`src/rtl/canvas_write_arbiter_if.sv`:
```
// ============================================================================
// Module   : canvas_write_arbiter_if
// Brief    : Tool-side pixel streams and canvas write bus of the arbiter.
// Revision : 1.0
// ============================================================================
`default_nettype none

interface canvas_write_arbiter_if #(
  parameter int WIDTH       = 640,
  parameter int HEIGHT      = 480,
  parameter int NUM_LAYERS  = 4,
  parameter int COLOR_WIDTH = 3
);
  localparam int c_XW = $clog2(WIDTH);
  localparam int c_YW = $clog2(HEIGHT);

  logic [2:0]             layer;
  logic [NUM_LAYERS-1:0]  layer_visible;
  logic                   clear_req;
  logic                   fh_valid;
  logic [c_XW-1:0]        fh_x;
  logic [c_YW-1:0]        fh_y;
  logic [COLOR_WIDTH-1:0] fh_color;
  logic                   sh_valid;
  logic                   sh_ready;
  logic [c_XW-1:0]        sh_x;
  logic [c_YW-1:0]        sh_y;
  logic [COLOR_WIDTH-1:0] sh_color;
  logic [NUM_LAYERS-1:0]  canvas_we;
  logic [c_XW-1:0]        tool_x;
  logic [c_YW-1:0]        tool_y;
  logic [COLOR_WIDTH-1:0] tool_color;
  logic                   busy;
  logic                   clear_done;

  modport slave (
    input  layer, layer_visible, clear_req,
    input  fh_valid, fh_x, fh_y, fh_color,
    input  sh_valid, sh_x, sh_y, sh_color,
    output sh_ready, canvas_we, tool_x, tool_y, tool_color, busy, clear_done
  );

  modport master (
    output layer, layer_visible, clear_req,
    output fh_valid, fh_x, fh_y, fh_color,
    output sh_valid, sh_x, sh_y, sh_color,
    input  sh_ready, canvas_we, tool_x, tool_y, tool_color, busy, clear_done
  );
endinterface

`default_nettype wire

```
`src/rtl/canvas_write_arbiter.sv`:
```
// ============================================================================
// Module   : canvas_write_arbiter
// Brief    : Shares the single canvas write path between freehand, shape and
//            layer-clear writers; one registered write per cycle.
// Revision : 1.0
// ============================================================================
`default_nettype none

module canvas_write_arbiter #(
  parameter int                     WIDTH       = 640,
  parameter int                     HEIGHT      = 480,
  parameter int                     NUM_LAYERS  = 4,
  parameter int                     COLOR_WIDTH = 3,
  parameter logic [COLOR_WIDTH-1:0] COLOR_NONE  = '0
) (
  input  logic                  clk,
  input  logic                  reset,
  canvas_write_arbiter_if.slave bus
);
  localparam int c_XW = $clog2(WIDTH);
  localparam int c_YW = $clog2(HEIGHT);

  typedef enum logic [0:0] {SERVE = 1'b0, CLEAR = 1'b1} state_t;
  typedef enum logic [0:0] {GR_FH = 1'b0, GR_SH = 1'b1} grant_t;

  state_t                 r_state, w_next_state;
  grant_t                 r_last_grant, w_last_grant;
  logic [2:0]             r_target, w_target;
  logic [c_XW-1:0]        r_cx, w_cx;
  logic [c_YW-1:0]        r_cy, w_cy;
  logic                   r_sweep_end, w_sweep_end;
  logic [NUM_LAYERS-1:0]  r_canvas_we, w_canvas_we;
  logic [c_XW-1:0]        r_tool_x, w_tool_x;
  logic [c_YW-1:0]        r_tool_y, w_tool_y;
  logic [COLOR_WIDTH-1:0] r_tool_color, w_tool_color;
  logic                   r_busy, w_busy;
  logic                   r_clear_done, w_clear_done;
  logic                   w_sh_ready;

  logic [NUM_LAYERS-1:0]  w_sel, w_tsel;
  logic                   w_fh_ok, w_sh_ok;
  logic [c_XW-1:0]        w_ax, w_adv_x;
  logic [c_YW-1:0]        w_ay, w_adv_y;
  logic                   w_adv_last;

  // One-hot decode of the selected layer and of the latched clear target
  always_comb begin
    w_sel  = '0;
    w_tsel = '0;
    for (int i = 0; i < NUM_LAYERS; i++) begin
      if (32'(bus.layer) == i + 1) w_sel[i]  = 1'b1;
      if (32'(r_target)  == i + 1) w_tsel[i] = 1'b1;
    end
  end

  assign w_fh_ok = (|(w_sel & bus.layer_visible)) &&
                   (32'(bus.fh_x) < WIDTH) && (32'(bus.fh_y) < HEIGHT);
  assign w_sh_ok = (|(w_sel & bus.layer_visible)) &&
                   (32'(bus.sh_x) < WIDTH) && (32'(bus.sh_y) < HEIGHT);

  // Raster successor of the coordinate being written this cycle
  always_comb begin
    w_ax       = (r_state == CLEAR) ? r_cx : '0;
    w_ay       = (r_state == CLEAR) ? r_cy : '0;
    w_adv_last = (32'(w_ax) == WIDTH - 1) && (32'(w_ay) == HEIGHT - 1);
    w_adv_x    = w_ax;
    w_adv_y    = w_ay;
    if (32'(w_ax) == WIDTH - 1) begin
      w_adv_x = '0;
      if (!w_adv_last) w_adv_y = w_ay + c_YW'(1);
    end else begin
      w_adv_x = w_ax + c_XW'(1);
    end
  end

  always_comb begin
    w_next_state = r_state;
    w_last_grant = r_last_grant;
    w_target     = r_target;
    w_cx         = r_cx;
    w_cy         = r_cy;
    w_sweep_end  = r_sweep_end;
    w_canvas_we  = '0;
    w_tool_x     = r_tool_x;
    w_tool_y     = r_tool_y;
    w_tool_color = r_tool_color;
    w_busy       = 1'b0;
    w_clear_done = 1'b0;
    w_sh_ready   = 1'b0;
    case (r_state)
      SERVE: begin
        w_sh_ready = !bus.clear_req && (!bus.fh_valid || r_last_grant == GR_FH);
        if (bus.clear_req) begin
          w_target = bus.layer;
          if (|w_sel) begin
            // The (0,0) write is issued in the request cycle itself
            w_next_state = CLEAR;
            w_busy       = 1'b1;
            w_canvas_we  = w_sel;
            w_tool_x     = '0;
            w_tool_y     = '0;
            w_tool_color = COLOR_NONE;
            w_cx         = w_adv_x;
            w_cy         = w_adv_y;
            w_sweep_end  = w_adv_last;
          end else begin
            w_clear_done = 1'b1;
          end
        end else if (bus.fh_valid && !(bus.sh_valid && r_last_grant == GR_FH)) begin
          w_last_grant = GR_FH;
          w_canvas_we  = w_fh_ok ? w_sel : '0;
          w_tool_x     = bus.fh_x;
          w_tool_y     = bus.fh_y;
          w_tool_color = bus.fh_color;
        end else if (bus.sh_valid) begin
          w_last_grant = GR_SH;
          w_canvas_we  = w_sh_ok ? w_sel : '0;
          w_tool_x     = bus.sh_x;
          w_tool_y     = bus.sh_y;
          w_tool_color = bus.sh_color;
        end
      end
      CLEAR: begin
        if (r_sweep_end) begin
          w_next_state = SERVE;
          w_clear_done = 1'b1;
          w_sweep_end  = 1'b0;
        end else begin
          w_busy       = 1'b1;
          w_canvas_we  = w_tsel;
          w_tool_x     = r_cx;
          w_tool_y     = r_cy;
          w_tool_color = COLOR_NONE;
          w_cx         = w_adv_x;
          w_cy         = w_adv_y;
          w_sweep_end  = w_adv_last;
        end
      end
      default: w_next_state = SERVE;
    endcase
  end

  always_ff @(posedge clk) begin
    if (reset) begin
      r_state      <= SERVE;
      r_last_grant <= GR_SH;
      r_target     <= '0;
      r_cx         <= '0;
      r_cy         <= '0;
      r_sweep_end  <= 1'b0;
      r_canvas_we  <= '0;
      r_tool_x     <= '0;
      r_tool_y     <= '0;
      r_tool_color <= COLOR_NONE;
      r_busy       <= 1'b0;
      r_clear_done <= 1'b0;
    end else begin
      r_state      <= w_next_state;
      r_last_grant <= w_last_grant;
      r_target     <= w_target;
      r_cx         <= w_cx;
      r_cy         <= w_cy;
      r_sweep_end  <= w_sweep_end;
      r_canvas_we  <= w_canvas_we;
      r_tool_x     <= w_tool_x;
      r_tool_y     <= w_tool_y;
      r_tool_color <= w_tool_color;
      r_busy       <= w_busy;
      r_clear_done <= w_clear_done;
    end
  end

  assign bus.sh_ready   = w_sh_ready && !reset;
  assign bus.canvas_we  = r_canvas_we;
  assign bus.tool_x     = r_tool_x;
  assign bus.tool_y     = r_tool_y;
  assign bus.tool_color = r_tool_color;
  assign bus.busy       = r_busy;
  assign bus.clear_done = r_clear_done;

endmodule

`default_nettype wire

```
`src/flat_wrapper.sv`:
```
// flat-port wrapper written by rule: the top's interface ports become plain ports
module canvas_write_arbiter_flat 
#(
  parameter int                     WIDTH       = 640,
  parameter int                     HEIGHT      = 480,
  parameter int                     NUM_LAYERS  = 4,
  parameter int                     COLOR_WIDTH = 3,
  parameter logic [COLOR_WIDTH-1:0] COLOR_NONE  = '0
)
  (clk, reset, bus_layer, bus_layer_visible, bus_clear_req, bus_fh_valid, bus_fh_x, bus_fh_y, bus_fh_color, bus_sh_valid, bus_sh_x, bus_sh_y, bus_sh_color, bus_sh_ready, bus_canvas_we, bus_tool_x, bus_tool_y, bus_tool_color, bus_busy, bus_clear_done);
  canvas_write_arbiter_if #(.WIDTH(WIDTH), .HEIGHT(HEIGHT), .NUM_LAYERS(NUM_LAYERS), .COLOR_WIDTH(COLOR_WIDTH)) bus_i ();
  input  logic clk;
  input  logic reset;
  input wire logic [$bits(bus_i.layer)-1:0] bus_layer;
  input wire logic [$bits(bus_i.layer_visible)-1:0] bus_layer_visible;
  input wire logic [$bits(bus_i.clear_req)-1:0] bus_clear_req;
  input wire logic [$bits(bus_i.fh_valid)-1:0] bus_fh_valid;
  input wire logic [$bits(bus_i.fh_x)-1:0] bus_fh_x;
  input wire logic [$bits(bus_i.fh_y)-1:0] bus_fh_y;
  input wire logic [$bits(bus_i.fh_color)-1:0] bus_fh_color;
  input wire logic [$bits(bus_i.sh_valid)-1:0] bus_sh_valid;
  input wire logic [$bits(bus_i.sh_x)-1:0] bus_sh_x;
  input wire logic [$bits(bus_i.sh_y)-1:0] bus_sh_y;
  input wire logic [$bits(bus_i.sh_color)-1:0] bus_sh_color;
  output wire logic [$bits(bus_i.sh_ready)-1:0] bus_sh_ready;
  output wire logic [$bits(bus_i.canvas_we)-1:0] bus_canvas_we;
  output wire logic [$bits(bus_i.tool_x)-1:0] bus_tool_x;
  output wire logic [$bits(bus_i.tool_y)-1:0] bus_tool_y;
  output wire logic [$bits(bus_i.tool_color)-1:0] bus_tool_color;
  output wire logic [$bits(bus_i.busy)-1:0] bus_busy;
  output wire logic [$bits(bus_i.clear_done)-1:0] bus_clear_done;
  assign bus_i.layer = bus_layer;
  assign bus_i.layer_visible = bus_layer_visible;
  assign bus_i.clear_req = bus_clear_req;
  assign bus_i.fh_valid = bus_fh_valid;
  assign bus_i.fh_x = bus_fh_x;
  assign bus_i.fh_y = bus_fh_y;
  assign bus_i.fh_color = bus_fh_color;
  assign bus_i.sh_valid = bus_sh_valid;
  assign bus_i.sh_x = bus_sh_x;
  assign bus_i.sh_y = bus_sh_y;
  assign bus_i.sh_color = bus_sh_color;
  assign bus_sh_ready = bus_i.sh_ready;
  assign bus_canvas_we = bus_i.canvas_we;
  assign bus_tool_x = bus_i.tool_x;
  assign bus_tool_y = bus_i.tool_y;
  assign bus_tool_color = bus_i.tool_color;
  assign bus_busy = bus_i.busy;
  assign bus_clear_done = bus_i.clear_done;
  canvas_write_arbiter #(.WIDTH(WIDTH), .HEIGHT(HEIGHT), .NUM_LAYERS(NUM_LAYERS), .COLOR_WIDTH(COLOR_WIDTH), .COLOR_NONE(COLOR_NONE)) u_core (.clk(clk), .reset(reset), .bus(bus_i));
endmodule
```
`config.mk`:
```
export PLATFORM = sky130hd
export DESIGN_NAME = canvas_write_arbiter_flat
export DESIGN_NICKNAME = d
export VERILOG_FILES = /design/src/rtl/canvas_write_arbiter_if.sv /design/src/rtl/canvas_write_arbiter.sv /design/src/flat_wrapper.sv
export SDC_FILE = /design/constraint.sdc
export NUM_CORES = 1
export LEC_CHECK = 0
export CORE_MARGIN = 1
export CORE_UTILIZATION = 45
export DETAILED_ROUTE_END_ITERATION = 10
export PLACE_DENSITY = 0.77
export SLEW_MARGIN = 20
export SYNTH_ARGS = -nofsm -noshare
export SYNTH_HDL_FRONTEND = slang
export SYNTH_SLANG_ARGS = --single-unit
export TNS_END_PERCENT = 5
```
`constraint.sdc`:
```
create_clock -name clk -period 4.1 [get_ports clk]
set_clock_uncertainty 0.15 [all_clocks]
set_input_delay 0.41 -clock clk [delete_from_list [all_inputs] [get_ports clk]]
set_output_delay 0.41 -clock clk [all_outputs]
set_load 0.05 [all_outputs]
```
======== Word level (Yosys, flattened, before mapping) ========
Cells that the tools add are included.
storage, ports and cells
  bits of input ports ..................... 56
  word-level logic and storage cells ...... 120
  output and inout port bits .............. 29
  flip-flop bits (word level) ............. 52
cells by class
  add/subtract/negate cells ............... 2
  order comparisons ....................... 4
  reductions and logical operators ........ 22
  bitwise gates (word level) .............. 4
  eq/ne operators ......................... 15
  mux-type cells .......................... 62
operators with widths
  kind                                                                   number
  10-bit 2-to-1 mux                                                      10
  9-bit 2-to-1 mux                                                       11
  10-bit case mux with 2 select lines                                    2
  9-bit case mux with 2 select lines                                     2
  4-bit 2-to-1 mux                                                       7
  10-bit < comparator, second input constant                             2
  1-bit 2-to-1 mux                                                       20
  9-bit < comparator, second input constant                              2
  3-bit 2-to-1 mux                                                       5
  3-bit by 2-bit equality test with 1-bit output, second input constant  4
  10-bit by 1-bit adder with 10-bit output, second input constant        1
  10-bit equality test, second input constant                            1
  9-bit by 1-bit adder with 9-bit output, second input constant          1
  9-bit equality test, second input constant                             1
  1-bit logical AND                                                      9
  3-bit AND reduction                                                    3
  4-bit case mux with 2 select lines                                     1
  4-bit OR reduction                                                     2
  3-bit by 1-bit equality test with 1-bit output, second input constant  2
  3-bit equality test, second input constant                             2
  1-bit case mux with 2 select lines                                     3
  3-bit case mux with 2 select lines                                     1
  4-bit bitwise AND                                                      1
  1-bit logical NOT                                                      4
  other kinds (8)                                                        12

======== Logic depth before layout (Yosys ltp) ========
  depth in word-level cells ............... 11
  depth in mapped cells ................... 11
  mapped depth without buffers ............ 7

======== Least setup slack after synthesis ========
OpenSTA, ideal clock, no wires.
  path type ............................... reg2reg
  start point ............................. reg u_core.r_state
  end point ............................... reg u_core.r_sweep_end
  arrival time ............................ 2.932 ns
  library setup time ...................... 0.070 ns
  setup slack ............................. 0.948 ns
  data required time ...................... 3.880 ns
  cell stages (with the launch flop) ...... 11
  cells stage by stage .................... dfxtp_1 -> buf_6 -> buf_6 -> clkbuf_1 -> and2_1 -> ha_1 -> nand3_4 -> or4_4 -> buf_6 -> or4_1 -> a21oi_1
between the ends
  longest elaborated chain between the ends .. 6
RTL lines
  item                                                                line                                                    source
  start: declaration                                                  canvas_write_arbiter.sv:26                              state_t r_state, w_next_state;
  start signal: assignment                                            canvas_write_arbiter.sv:158                             r_state <= w_next_state;
  10-bit 2-to-1 mux / 9-bit 2-to-1 mux (equally long branches)        canvas_write_arbiter.sv:63, canvas_write_arbiter.sv:64
  10-bit equality test / 9-bit equality test (equally long branches)  canvas_write_arbiter.sv:65                              w_adv_last = (32'(w_ax) == WIDTH - 1) && (32'(w_ay) == HEIGHT - 1);
  1-bit logical AND                                                   canvas_write_arbiter.sv:65
  1-bit 2-to-1 mux                                                    canvas_write_arbiter.sv:95                              if (|w_sel) begin
  1-bit 2-to-1 mux                                                    canvas_write_arbiter.sv:93                              if (bus.clear_req) begin
  1-bit case mux with 2 select lines                                  canvas_write_arbiter.sv:90                              case (r_state)
  end signal: assignment                                              canvas_write_arbiter.sv:163                             r_sweep_end <= w_sweep_end;
  end: declaration                                                    canvas_write_arbiter.sv:31                              logic r_sweep_end, w_sweep_end;
Parallel ways exist; a longest one is shown, timed or not. The select of a mux whose other input is x is not followed.
A chain may end at the register's enable or synchronous reset.

======== Final worst setup path ========
  start point ............................. in bus_clear_req
  end point ............................... out bus_sh_ready
between the ends
  longest elaborated chain between the ends .. 4
RTL lines
  item                line                         source
  start: declaration  flat_wrapper.sv:16           input wire logic [$bits(bus_i.clear_req)-1:0] bus_clear_req;
  1-bit logical NOT   canvas_write_arbiter.sv:92   w_sh_ready = !bus.clear_req && (!bus.fh_valid || r_last_grant == GR_FH);
  1-bit logical AND   canvas_write_arbiter.sv:92
  1-bit 2-to-1 mux    canvas_write_arbiter.sv:90
  1-bit logical AND   canvas_write_arbiter.sv:173  assign bus.sh_ready = w_sh_ready && !reset;
  end: declaration    flat_wrapper.sv:25           output wire logic [$bits(bus_i.sh_ready)-1:0] bus_sh_ready;
Every way passes these cells.

==> impl_results.md <==
* Status: finished clean
* R2r startpoint: u_core.r_state
* R2R cell count at 8
* WL per Instance at 16.7 µm
* Bufs on Longest Clock Path at 2
* Most frequent cells in the layout: 83 x clkdlybuf4s50_1, 52 x dfxtp_1, 39 x nor2_1
* DRC Markers at 0
* Multiplexer area fraction after synthesis at 0.105
* Syn Inst Count at 332
* F_max at 344 MHz
* Critical path class: primary input to output port
* Row Count at 28
* CTS tree: done
* Part of the power in the clock network at 0.250
* H-Tree Depth at 2
* Post-route ant nets at 0
* Worst Hold Path EP: u_core.bus.tool_color[2]
* Leading post-synthesis cells by cell area: dfxtp_1 37%, mux2_2 9.1%, nor2_1 5.2%
* CP Data Required Time at 3.54 ns
* Psw at 0.000408 W
* Pint at 0.000825 W
* Startpoint Class: primary input
* Syn Nets at 390
* CP max FO at 24
* Post-CTS setup buffer count at 0
* Slew Limit Headroom at 0.385
* Arrival time worst endpoint at 2.34 ns
* Antenna diode count at 0
* Simple-gate area share of the yosys netlist at 0.256
* Vias in the first global route at 2503
* Reg2reg end: u_core.r_cy[5]
* Max Slew Vio Count at 0
* Final hold viol count at 0
* Final Critical Period at 2.90 ns
* Least-Margin Pin Slew at 0.920 ns
* Largest family of logic cells by synthesized area: simple AND/OR/NAND/NOR gates
* RSZ-0062 raised after global routing: false
* RePlAce Congestion at 0.886
* Post-synthesis register bit count at 52
* Sequential area share after synthesis at 0.367
* Core area at 5990 µm²
* Number of synthesized flops with an enable pin at 0
* Clock latency on the worst-skew pair at 0.31 ns
* Cell variety after synth at 55
* Via Count at 2801
* Io pins at 85
* Die area at 6620 µm²
* HPWL Detailed at 5.70 mm
* Share of power burned in registers at 0.447
* Async S/R FF share, synth at 0
* Share of cells above drive strength 1 at 0.115
* Count of final setup violators at 0
* Worst hold path depth at 2
* Layout Area Growth over Synthesis at 32.3%
* DRT Wirelength at 7.96 mm
* Avg Cell Area, Syn at 8.54 µm²
* Post-Synth Adder-Cell Area at 0.00883
* TritonCTS Buffers at 5
* Port bufs at 84
* Die Height at 81.4 µm
* Crit end category: output port
* Largest net degree at the start of global routing at 53
* Xor and xnor area share after synthesis at 0.00618
* Pre-Repair DR Iteration Count at 5
* Mapped Area at 2840 µm²
* Clock sinks at 52
* Reg2reg setup slack at 1.40 ns
* Worst IR drop on VDD at 0.000178 V
* Hold_sp: u_core.bus.tool_color[2]
* Antenna violations before repair at 0
* Worst Hold Class: flip-flop to flip-flop
* Fin nets at 458
* Synth top area share at 0.367
* Synth Flop Type: dfxtp_1
* Sw Ratio at 0.331
* Logic pwr share at 0.303
* Initial DRC count at 273
* Clk slew on worst S/H paths at 0.09 ns
* Drt via density at 5.88
* Initial Util at 0.473
* Yosys warnings at 0
* Synth area leader: dfxtp_1
* Final Core Density at 0.626
* First-pass GRT wire length at 12.3 mm
* Cell Pwr Density at 329 nW/µm²
* Die Wd at 81.4 µm
* Crit share post-route at 0.709
* Total congestion overflow at 0
* CTS hold repair buffers at 0
* Synth Area in Compound Gates at 0.207
* GRT Overall Usage at 0.245
* # Max-Cap Violations at 0
* Setup TNS at 0 ns
* Leak at 1.28 nW
* Commonest non-fill, non-tap cell in the layout: clkdlybuf4s50_1
* Post-cts sizing count at 0
* Clk root buf: clkbuf_8
==> synthesized netlist by cell type, drive strengths merged, types with 4 or more instances <==
cell / instances
nand4: 7
nor2b: 5
o21ai: 9
a21oi: 21
nand4b: 4
a22oi: 16
buf: 11
dfxtp: 52
nand2: 22
a31oi: 4
a211oi: 18
clkbuf: 14
nor2: 39
mux2: 23
and2: 5
or3: 4
mux2i: 4
nor3: 8
nand3: 19
nor4: 4
==> final cells by class <==
cell class / count / area (µm²)
Sequential cell: 52 / 1040
Timing Repair Buffer: 87 / 858
Inverter: 1 / 3.75
Clock inverter: 1 / 7.51
Multi-Input combinational cell: 253 / 1660
Tap cell: 75 / 93.8
Fill cell: 547 / 2240
Clock buffer: 7 / 86.3
==> power by group through the flow <==
stage	Clock, W	Sequential [W]	Combinational (W)
4_1_cts	0.000316	0.000551	0.000373
3_5_place_dp	0	0.000563	0.000372
6_report	0.000308	0.000551	0.000374
2_1_floorplan	0	0.000652	0.000149
3_3_place_gp	0	0.000561	0.000369
5_1_grt	0.000340	0.000555	0.000400
==> logic make-up (layout without fill, tap and decap cells) <==
group,after synthesis,count (layout)
DFF,52,52
muxes,27,27
AOI/OAI and AO/OA,87,87
xor gates and xnor gates,2,2
buffers and inverters,27,96
adders and majority gates,2,2
and+or+nand+nor,135,135
==> routing by layer <==
metal	vias up	routed length, µm	track usage
met1	1313	3710	0.349
li1	1376	-	-
met2	103	3590	0.383
met5	-	0	0
met4	0	75	0.0536
met3	9	584	0.0416
==> metrics by stage <==
stage	hold slack (ns)	total power [W]	instances	cell area, µm²	setup slack, ns
3_3_place_gp	0.288	0.000930	468	3650	1.13
5_1_grt	0.337	0.00130	476	3750	1.10
3_5_place_dp	0.299	0.000935	468	3650	1.06
2_1_floorplan	0.291	0.000801	332	2840	0.948
6_report	0.310	0.00123	476	3750	1.20
4_1_cts	0.310	0.00124	476	3740	1.20
==> worst max path at each step <==
stage	startpoint	to	slack [ns]
3_3_place_gp	bus_layer[2]	u_core.r_cx[9]	1.13
2_1_floorplan	u_core.r_state	u_core.r_sweep_end	0.95
3_5_place_dp	bus_clear_req	u_core.r_cx[5]	1.06
4_1_cts	u_core.r_state	bus_sh_ready	1.20
5_1_grt	u_core.r_state	bus_sh_ready	1.10
6_report	bus_clear_req	bus_sh_ready	1.20
==> flip-flops by register name, indices dropped and copies added, names as in the netlist <==
name	cells
u_core.bus.tool_y	9
u_core.r_target	3
u_core.r_last_grant	1
u_core.r_state	1
u_core.r_cx	10
u_core.bus.canvas_we	4
u_core.bus.tool_x	10
u_core.bus.tool_color	3
u_core.bus.clear_done	1
u_core.r_sweep_end	1
u_core.r_cy	9
==> critical path: stages <==
cell and delay [ns]:
clkdlybuf4s50_1 0.52, nor2_1 0.14, buf_4 0.28, and3_1 0.20, clkdlybuf4s50_1 0.80
Power figures use the tool's default switching activity.
==> RTL edit: new RTL, config.mk and constraints unchanged <==
`COLOR_WIDTH` is set to 3 in 3 places; all go to 4.
--- a/src/rtl/canvas_write_arbiter_if.sv
+++ b/src/rtl/canvas_write_arbiter_if.sv
@@ -9,7 +9,7 @@
   parameter int WIDTH       = 640,
   parameter int HEIGHT      = 480,
   parameter int NUM_LAYERS  = 4,
-  parameter int COLOR_WIDTH = 3
+  parameter int COLOR_WIDTH = 4
 );
   localparam int c_XW = $clog2(WIDTH);
   localparam int c_YW = $clog2(HEIGHT);
--- a/src/rtl/canvas_write_arbiter.sv
+++ b/src/rtl/canvas_write_arbiter.sv
@@ -10,7 +10,7 @@
   parameter int                     WIDTH       = 640,
   parameter int                     HEIGHT      = 480,
   parameter int                     NUM_LAYERS  = 4,
-  parameter int                     COLOR_WIDTH = 3,
+  parameter int                     COLOR_WIDTH = 4,
   parameter logic [COLOR_WIDTH-1:0] COLOR_NONE  = '0
 ) (
   input  logic                  clk,
--- a/src/flat_wrapper.sv
+++ b/src/flat_wrapper.sv
@@ -4,7 +4,7 @@
   parameter int                     WIDTH       = 640,
   parameter int                     HEIGHT      = 480,
   parameter int                     NUM_LAYERS  = 4,
-  parameter int                     COLOR_WIDTH = 3,
+  parameter int                     COLOR_WIDTH = 4,
   parameter logic [COLOR_WIDTH-1:0] COLOR_NONE  = '0
 )
   (clk, reset, bus_layer, bus_layer_visible, bus_clear_req, bus_fh_valid, bus_fh_x, bus_fh_y, bus_fh_color, bus_sh_valid, bus_sh_x, bus_sh_y, bus_sh_color, bus_sh_ready, bus_canvas_we, bus_tool_x, bus_tool_y, bus_tool_color, bus_busy, bus_clear_done);
Interface: changed (resized bus_fh_color, bus_sh_color and bus_tool_color); port bits go from 85 to 88. The function was not compared with the original's and may differ.
==> RTL edit against the unedited design <==
  * Area after synthesis up 0.75%
  * Sequential cell count grew 1
  * Total power grew 5.3%
  * Core utilization grew 1.4 points
  * Wire length decreased by 1.3%
  * Cell area grew 2.8%
  * Worst setup slack got worse by 0.24 ns
  * Non-clock buffer count rose by 7
  * Critical path type is now reg2reg
  * Critical endpoint is now u_core.r_cy[7]
==> RTL edit: results <==
{
  "placed_area_um2": 3750,
  "ys_types": 45,
  "hold_start": "u_core.bus.tool_color[0]",
  "grt_max_degree": 54,
  "multiInputGateArea_um2": 1670,
  "dpl.hpwl_mm": 5.59,
  "yosys_register_bits": 53,
  "worstMarginPinSlew_ns": 0.804,
  "swShare_pct": 31.8,
  "cp_max_fo": 23,
  "grt_pass1_wl_mm": 12.8,
  "pg_clk_w": 0.000340,
  "grt_use_met2_pct": 40.8,
  "dr_wl_met2_mm": 3.78,
  "synth_fp_nets": 413,
  "layout.nets": 487,
  "portBuffers": 87,
  "crit_start": "u_core.r_state",
  "grt_usage_pct": 24.9,
  "synth_area_leaders": "dfxtp_1 37%, mux2_2 9.1%, nor2_1 5.1%",
  "routed_via_density": 5.82,
  "worstSetupEndpoint": "u_core.r_cy[7]",
  "clkPwrFrac_pct": 26.2,
  "comb.multi_input.count": 269,
  "cp_slowest_cell": "or4_4",
  "peakVddDrop_mv": 0.204,
  "clock_buffers": 5,
  "fill_cells": 516,
  "drt_iter0_drc": 210,
  "hold_end": "u_core.bus.tool_color[0]",
  "met1_usage_pct": 32.4,
  "path_delay_family": "simple AND/OR/NAND/NOR gates",
  "sh_seq_area_pct": 27.5,
  "dr_wl_met3_um": 428,
  "synth_commonest_cells": "53 x dfxtp_1, 39 x nor2_1, 33 x nand2_1",
  "nonClkBufAreaFrac_pct": 23.7,
  "status": "complete, no violations",
  "nNonClkBuffers": 94
}
## RTL edit: changes by cell type in the layout (fill, tap and decap cells not counted), sizes merged, moves of 4 or more
cell / before / now
a211oi: 18 / 6
a21oi: 21 / 25
a221oi: 0 / 15
a22oi: 16 / 0
buf: 4 / 9
nand2: 22 / 33
nand3: 19 / 14
nor3: 8 / 26
## RTL edit: per-stage QoR
| step | utilization [%] | hold WS, ns | instances |
|---|---|---|---|
| 2_1_floorplan | - | 0.291 | 353 |
| 3_3_place_gp | 62.3 | 0.288 | 495 |
| 3_5_place_dp | 62.3 | 0.294 | 495 |
| 4_1_cts | 64.0 | 0.307 | 502 |
| 5_1_grt | 64.0 | 0.344 | 502 |
| 6_report | 64.0 | 0.308 | 502 |
## RTL edit: cell families after synthesis
family	after synthesis	synth area share, %
and+or+nand+nor	160	28.3
muxes	24	9.42
adders and majority gates	2	0.876
buffers and inverters	31	4.47
xor gates and xnor gates	3	0.920
AOI/OAI and AO/OA	80	18.9
DFF	53	37.1
